**config.mk**
```make
export PLATFORM = sky130hd
export DESIGN_NAME = seg_scan_ctrl
export DESIGN_NICKNAME = d
export VERILOG_FILES = /design/src/rtl/seg_scan_ctrl.sv
export SDC_FILE = /design/constraint.sdc
export NUM_CORES = 1
export LEC_CHECK = 0
export ABC_AREA = 1
export CELL_PAD_IN_SITES_DETAIL_PLACEMENT = 1
export CELL_PAD_IN_SITES_GLOBAL_PLACEMENT = 2
export CORE_ASPECT_RATIO = 1.5
export CORE_MARGIN = 1.5
export CORE_UTILIZATION = 32
export CTS_BUF_LIST = sky130_fd_sc_hd__clkbuf_4 sky130_fd_sc_hd__clkbuf_8
export CTS_CLUSTER_SIZE = 8
export DETAILED_ROUTE_END_ITERATION = 7
export PLACE_DENSITY_LB_ADDON = 0.2
export SYNTH_ARGS = -nofsm -noshare
export SYNTH_HDL_FRONTEND = slang
export SYNTH_SLANG_ARGS = --single-unit
export TNS_END_PERCENT = 20
```
**constraint.sdc**
```tcl
create_clock -name clk -period 4.4 [get_ports clk]
set_input_delay 0.88 -clock clk [delete_from_list [all_inputs] [get_ports clk]]
set_output_delay 0.88 -clock clk [all_outputs]
set_load 0.02 [all_outputs]
```
**src/rtl/seg_scan_ctrl.sv**
```systemverilog
// seg_scan_ctrl - time-multiplexed scan controller for an 8-digit
// seven-segment display.
//
// Steps a 3-bit digit select through 0..7, one slot of CLK_DIV cycles per
// digit. It decodes the selected nibble of a per-frame snapshot of the display
// word to active-low segments. It drives active-low anodes, with DEAD_CYCLES
// of blanking at the start of each slot so the previous digit cannot ghost
// onto the next one.
//
// Optional feature: define SCAN_LZB_EN to enable leading-zero blanking.
// Digit i (i>=1) goes dark when snapshot nibbles i..7 are all zero.
// Digit 0 is never blanked this way.
//
// Ports
//   clk          in   system clock, rising edge
//   rst          in   synchronous active-high reset (wins over en)
//   en           in   scan enable
//   data_i       in   32-bit display word, nibble i -> digit i (7 = MSD)
//   blank_mask   in   per-digit force-dark, sampled live
//   sel_o        out  current digit index (mux select)
//   dig_an_o     out  anodes, active-low, one-hot-low or all high
//   seg_o        out  {g,f,e,d,c,b,a}, active-low
//   frame_done_o out  1-cycle pulse after the digit 7 slot ends
module seg_scan_ctrl #(
  parameter int CLK_DIV     = 50000,
  parameter int DEAD_CYCLES = 16
) (
  input  logic        clk,
  input  logic        rst,
  input  logic        en,
  input  logic [31:0] data_i,
  input  logic [7:0]  blank_mask,
  output logic [2:0]  sel_o,
  output logic [7:0]  dig_an_o,
  output logic [6:0]  seg_o,
  output logic        frame_done_o
);

  localparam int CW = (CLK_DIV > 2) ? $clog2(CLK_DIV) : 1;
  localparam logic [CW-1:0] DIV_LAST = CW'(CLK_DIV - 1);
  localparam logic [CW:0]   DEAD     = (CW+1)'(DEAD_CYCLES);

  logic [CW-1:0] div_cnt_q, div_cnt_d;
  logic [2:0]    sel_q, sel_d;
  logic [31:0]   snap_q, snap_d;
  logic          run_q, run_d;      // 1 once the snapshot is loaded for this run
  logic [7:0]    an_q, an_d;
  logic [6:0]    seg_q, seg_d;
  logic          fd_q, fd_d;

  function automatic logic [6:0] hex7(input logic [3:0] n);
    logic [6:0] s;
    case (n)
      4'h0: s = 7'h40;  4'h1: s = 7'h79;  4'h2: s = 7'h24;  4'h3: s = 7'h30;
      4'h4: s = 7'h19;  4'h5: s = 7'h12;  4'h6: s = 7'h02;  4'h7: s = 7'h78;
      4'h8: s = 7'h00;  4'h9: s = 7'h10;  4'hA: s = 7'h08;  4'hB: s = 7'h03;
      4'hC: s = 7'h46;  4'hD: s = 7'h21;  4'hE: s = 7'h06;  default: s = 7'h0E;
    endcase
    return s;
  endfunction

  logic        div_wrap;
  logic        load_idle;
  logic [31:0] view;       // word the current digit is decoded from
  logic [3:0]  nib;
  logic        lzb_dark;
  logic        dark;

  assign div_wrap  = (div_cnt_q == DIV_LAST);
  assign load_idle = en && !run_q;
  // On the first enabled cycle the snapshot is loading this very edge, so
  // decode straight from data_i to keep that cycle consistent even when
  // DEAD_CYCLES is 0.
  assign view = load_idle ? data_i : snap_q;
  assign nib  = view[{sel_q, 2'b00} +: 4];

`ifdef SCAN_LZB_EN
  assign lzb_dark = (sel_q != 3'd0) && ((view >> {sel_q, 2'b00}) == 32'd0);
`else
  assign lzb_dark = 1'b0;
`endif

  assign dark = !en || ({1'b0, div_cnt_q} < DEAD) || blank_mask[sel_q] || lzb_dark;

  always_comb begin
    div_cnt_d = div_cnt_q;
    sel_d     = sel_q;
    snap_d    = snap_q;
    run_d     = run_q;
    fd_d      = 1'b0;
    an_d      = 8'hFF;
    seg_d     = 7'h7F;
    if (!en) begin
      // Pause: the held digit restarts with a full slot on resume.
      div_cnt_d = '0;
      run_d     = 1'b0;
    end else begin
      run_d = 1'b1;
      if (!run_q) snap_d = data_i;
      if (div_wrap) begin
        div_cnt_d = '0;
        sel_d     = sel_q + 3'd1;
        if (sel_q == 3'd7) begin
          fd_d   = 1'b1;
          snap_d = data_i;
        end
      end else begin
        div_cnt_d = div_cnt_q + 1'b1;
      end
      if (!dark) begin
        an_d  = ~(8'b1 << sel_q);
        seg_d = hex7(nib);
      end
    end
  end

  always_ff @(posedge clk) begin
    if (rst) begin
      div_cnt_q <= '0;
      sel_q     <= '0;
      snap_q    <= '0;
      run_q     <= 1'b0;
      an_q      <= 8'hFF;
      seg_q     <= 7'h7F;
      fd_q      <= 1'b0;
    end else begin
      div_cnt_q <= div_cnt_d;
      sel_q     <= sel_d;
      snap_q    <= snap_d;
      run_q     <= run_d;
      an_q      <= an_d;
      seg_q     <= seg_d;
      fd_q      <= fd_d;
    end
  end

  assign sel_o        = sel_q;
  assign dig_an_o     = an_q;
  assign seg_o        = seg_q;
  assign frame_done_o = fd_q;

endmodule

```
==> impl_metrics.ini, run 1 <==
[run_status]
status = finished clean

[clock_tree]
cts_root_buf = clkbuf_8
clock-sinks = 68
ctsHoldBuffers = 0
cts_max_level = 3
tritoncts = yes
clkTransAtPathRegs_ns = 0.08
max-clock-path-buffers = 2
cts_resized = 0
numCtsBuffers = 9
worstSkewPairLatency_ns = 0.35
post_cts_buffers = 0

[yosys]
synthMuxAreaShare = 0
synth_fp_nets = 635
syn-cell-area_um2 = 3800
synth_xor_area_frac = 0.00691
synth.ff_latch_count = 68
yosys-top-cells-area = dfxtp_1 36%, nand2_1 16%, nand3_1 12%
synth_area_leader_cell = dfxtp_1
synth_top_area_frac = 0.358
synth_top_family_by_area = simple AND/OR/NAND/NOR gates
synthSimpleGateAreaFrac = 0.448
avgSynthCellArea_um2 = 6.56
synth-compound-area-share = 0.0359
synth.yosys.seq_area_share = 0.358
synth_cell_type_count = 30
synthCells = 580
yosys.area_share.adder = 0.0395
synth_warnings = 0

[timing]
worst_slack_ns = 1.64
finClkSkew_ns = 0.00538
fin_setup_tns_ns = 0
rsz0062_at_grt = no
max_freq_mhz = 363
drv_slew = 0
worst_pin_slew_ns = 0.777
fin_crit_sh = 0.627
relSlewSlack = 0.482
period_minus_slack_ns = 2.76
setup_viol = 0
hold_viol = 0

[worst_hold_path]
hold_class = flip-flop to flip-flop
hp-start = div_cnt_q[0]
whs_path_depth = 1
whs_endpoint = div_cnt_q[0]

[finish]
drive_above_1_share = 0.0862
fillerInstances = 1538
mostFrequentLayoutCells = 159 x nand2_1, 94 x nor2_1, 88 x nand3_1
design_area_um2 = 4650
mostFrequentLayoutCell = nand2_1
fin_nets = 688
syn_to_final_growth_pct = 22.3
diodes = 0

[detailed_routing]
drt-total-wl_mm = 11.5
ant_nets = 0
dr.pass1.iters = 4
avgViaCountPerCell = 4.76
vias = 3752
wire_per_inst_um = 14.7
drt_iter0_markers = 135
post-route-drc-count = 0

[setup_path]
worstPathArrival_ns = 3.00
timing.rr.end = snap_q[0]
critical_path_class = input port to flip-flop
cp-end-kind = flip-flop
cpPeakStageDelay_ns = 0.43
cp-start-kind = input port
crit_path_frequent_cell = nand3_1
critPathMaxFanout = 34
crit_path_cell_trace = clkdlybuf4s50_1, nand2_2, buf_4, nand2_1, nand3_1, nand3_1, nand3_1, nand2_1, ha_1, inv_1, nand3_1, nand3_1, nand3_1
r2r_start = sel_o[1]
required_ns = 4.64
slowest_stage = clkdlybuf4s50_1
r2r_slack_ns = 1.92
worst-r2r-cell-count = 7

[placed_design]
gp_congestion = 0.799
io_buffers = 61
place_ws_ns = 1.28
place_hpwl_mm = 8.36
placed_area_um2 = 4440

[flow_run]
max-cap-violations = 0

[power_and_ir_drop]
p_total_mw = 1.43
cellPowerDensity_nw_per_um2 = 308
p_leak_nw = 2.09
ir_worst_vdd_mv = 0.133

[global_route]
antenna_found_initial = 0
grtUsageTotal = 0.194
grt_overflow = 0
grt_max_degree = 64
grt_pass1_vias = 3934
grt_pass1_wl_mm = 18.9

[floorplanning]
die_w_um = 92.0
die-area_um2 = 12600
die_h_um = 137
std_cell_rows = 48
ioPinCount = 62
fp.coreArea_um2 = 11500
initial_core_util = 0.330
## stage by stage
stage	hold WS [ns]	cells	utilization
after floorplan	0.418	580	-
after global placement	0.428	772	0.385
after detailed placement	0.448	772	0.385
after CTS	0.468	788	0.404
after global routing	0.498	788	0.404
final	0.456	788	0.404
## critical path: cells and delay by family
family                   cells  cell delay, ns
buffers and inverters        3            0.90
adder cells (fa/ha/maj)      1            0.28
AND/OR/NAND/NOR              9            0.92
## flip-flops by register name (all words and copies together), names as in the netlist
name / cells
sel_o: 3
snap_q: 32
seg_o: 7
div_cnt_q: 16
dig_an_o: 8
frame_done_o: 1
run_q: 1
## routing by layer
| layer | share of wire | global-route usage | routed length [um] | vias up |
|---|---|---|---|---|
| met2 | 0.55 | 0.391 | 6370 | 43 |
| met3 | 0.025 | 0.0333 | 285 | 16 |
| met4 | 0.018 | 0.0684 | 207 | 0 |
| met1 | 0.41 | 0.197 | 4680 | 1774 |
| li1 | - | - | - | 1919 |
| met5 | 0 | 0 | 0 | - |
## kinds of logic after synthesis
logic type / after synthesis
xor+xnor: 3
buf+inv: 84
simple gates: 388
fa+ha+maj: 12
flops: 68
compound gates: 25
## where the power goes
part	switching, mW	leakage, nW	total, mW	internal [mW]
Combinational	0.121	1.42	0.208	0.0865
Sequential	0.0125	0.557	0.651	0.639
Clock	0.255	0.109	0.572	0.317
Total	0.389	2.09	1.43	1.04
## how the worst max path moves through the flow
stage                   from  endpoint  slack [ns]  depth (start not counted)
floorplan                 en  seg_o[1]        1.98                         14
global placement          en  seg_o[1]        1.35                         13
detailed placement        en  seg_o[0]        1.28                         13
CTS                 sel_o[1]  sel_o[1]        1.62                          1
global route              en  seg_o[0]        1.45                         13
finish                    en  seg_o[0]        1.64                         13
## cell type report
| type | instances | area, um2 | share of cell area |
|---|---|---|---|
| inverters | 60 | 225 | 0.0484 |
| clock buffers | 9 | 124 | 0.0266 |
| clock inverters | 7 | 91.3 | 0.0196 |
| flip-flops and latches | 68 | 1360 | 0.293 |
| multi-input cells | 428 | 2020 | 0.433 |
| well taps | 150 | 188 | 0.0403 |
| repair buffers | 66 | 648 | 0.139 |
## cell usage after synthesis (all sizes together)
| master | number |
|---|---|
| xor2 | 3 |
| nor2 | 96 |
| nor3 | 13 |
| nor3b | 1 |
| o22ai | 1 |
| nand4 | 1 |
| inv | 60 |
| ha | 12 |
| o32ai | 1 |
| a211oi | 1 |
| o21ai | 10 |
| clkbuf | 7 |
| a21oi | 10 |
| a31oi | 1 |
| dfxtp | 68 |
| or2 | 1 |
| buf | 17 |
| nand3 | 90 |
| nor4 | 2 |
| nand2 | 184 |
| o31ai | 1 |
(Power assumes the default switching activity.)
==> run 2: changes to the inputs <==
--- a/config.mk
+++ b/config.mk
@@ -10,7 +10,7 @@
 export CELL_PAD_IN_SITES_GLOBAL_PLACEMENT = 2
 export CORE_ASPECT_RATIO = 1.5
 export CORE_MARGIN = 1.5
-export CORE_UTILIZATION = 32
+export CORE_UTILIZATION = 30
 export CTS_BUF_LIST = sky130_fd_sc_hd__clkbuf_4 sky130_fd_sc_hd__clkbuf_8
 export CTS_CLUSTER_SIZE = 8
 export DETAILED_ROUTE_END_ITERATION = 7
==> constraint.sdc (replaced) <==
create_clock -name clk -period 2.8 [get_ports clk]
set_input_delay 0.56 -clock clk [delete_from_list [all_inputs] [get_ports clk]]
set_output_delay 0.56 -clock clk [all_outputs]
set_load 0.02 [all_outputs]
==> impl_metrics.ini, run 2 (synthesis results as in run 1) <==
[run_status]
status = finished clean

[floorplanning]
die_h_um = 141
initial_core_util = 0.306
ioPinCount = 62
std_cell_rows = 50
die_w_um = 94.9
die-area_um2 = 13400
fp.coreArea_um2 = 12400

[setup_path]
cp-end-kind = flip-flop
crit_path_frequent_cell = nand3_1
crit_path_cell_trace = clkdlybuf4s50_1, nand2_2, inv_2, nand2_1, nand3_1, nand3_1, nand3_1, nand2_1, ha_1, inv_1, nand3_1, nand3_1, nand3_1
critical_path_class = input port to flip-flop
worstPathArrival_ns = 2.59
slowest_stage = clkdlybuf4s50_1
path_buf_inv = 3
crit_family = simple AND/OR/NAND/NOR gates
cp-start-kind = input port
cpPeakStageDelay_ns = 0.52
required_ns = 3.06
critPathMaxFanout = 18

[clock_tree]
max-clock-path-buffers = 2
cts_resized = 0
cts_root_buf = clkbuf_8
tritoncts = yes
clkTransAtPathRegs_ns = 0.08
clock-sinks = 68
numCtsBuffers = 9
ctsHoldBuffers = 0
worstSkewPairLatency_ns = 0.37
cts_max_level = 3
post_cts_buffers = 0

[global_route]
grt_pass1_vias = 4093
grtUsageTotal = 0.194
grt_pass1_wl_mm = 19.8
grt_overflow = 0
grt_max_degree = 35
antenna_found_initial = 0

[worst_hold_path]
hold_class = flip-flop to flip-flop

[placed_design]
dp_cells = 783
gp_congestion = 0.809
place_hpwl_mm = 8.80
place_ws_ns = 0.0600
io_buffers = 61

[finish]
multi_input_area_um2 = 2020
final_cells = 799
largest_reg_flops = 32
mostFrequentLayoutCell = nand2_1
drive_above_1_share = 0.0933
mostFrequentLayoutCells = 159 x nand2_1, 94 x nor2_1, 88 x nand3_1
register_area_um2 = 1360
fillerInstances = 1624
diodes = 0
fin_nets = 693
regMostFlops = snap_q
syn_to_final_growth_pct = 23.2

[detailed_routing]
avgViaCountPerCell = 4.76
drt-total-wl_mm = 11.8
vias = 3800
wire_per_inst_um = 14.7
drt_iter0_markers = 79
dr.pass1.iters = 4
post-route-drc-count = 0
ant_nets = 0

[power_and_ir_drop]
p_leak_nw = 2.10
cellPowerDensity_nw_per_um2 = 453
ir_worst_vdd_mv = 0.208
p_total_mw = 2.12

[timing]
setup_viol = 0
fin_setup_tns_ns = 0
period_minus_slack_ns = 2.33
fin_crit_sh = 0.834
holdWs_ns = 0.451
finClkSkew_ns = 0.00828
rsz0062_at_grt = no
max_freq_mhz = 428
worst_pin_slew_ns = 0.599
drv_slew = 0
hold_viol = 0
worst_slack_ns = 0.465
relSlewSlack = 0.600

[flow_run]
max-cap-violations = 0
==> run 2: final timing paths <==
kind                start           end  slack (ns)  depth (start not counted)
max                    en      seg_o[0]        0.47                         13
min          div_cnt_q[0]  div_cnt_q[0]        0.45                          1
max reg2reg      sel_o[0]      seg_o[2]        0.57                          8
min reg2reg  div_cnt_q[0]  div_cnt_q[0]        0.45                          1
==> run 2: cell type report <==
class	instances	share of cell area
well taps	156	0.0417
flip-flops and latches	68	0.291
repair buffers	71	0.152
clock buffers	9	0.0264
multi-input cells	428	0.430
inverters	60	0.0481
clock inverters	7	0.0112
==> run 2: metal layers <==
| metal | share of wire | up-vias | GRT usage |
|---|---|---|---|
| met5 | 0 | - | 0 |
| met4 | 0.019 | 0 | 0.0715 |
| met3 | 0.025 | 13 | 0.0345 |
| met2 | 0.53 | 42 | 0.359 |
| met1 | 0.42 | 1813 | 0.215 |
| li1 | - | 1932 | - |
==> run 2: power by group <==
part | internal (mW) | leakage (nW) | total [mW] | switching [mW]
Clock | 0.325 | 0.0896 | 0.760 | 0.435
Sequential | 1.00 | 0.557 | 1.02 | 0.0193
Combinational | 0.143 | 1.45 | 0.338 | 0.195
Total | 1.47 | 2.10 | 2.12 | 0.649
==> run 2: stage by stage <==
stage                     area, um2  utilization
after floorplan                3800            -
after global placement         4510        0.362
after detailed placement       4510        0.362
after CTS                      4680        0.376
after global routing           4680        0.376
final                          4680        0.376
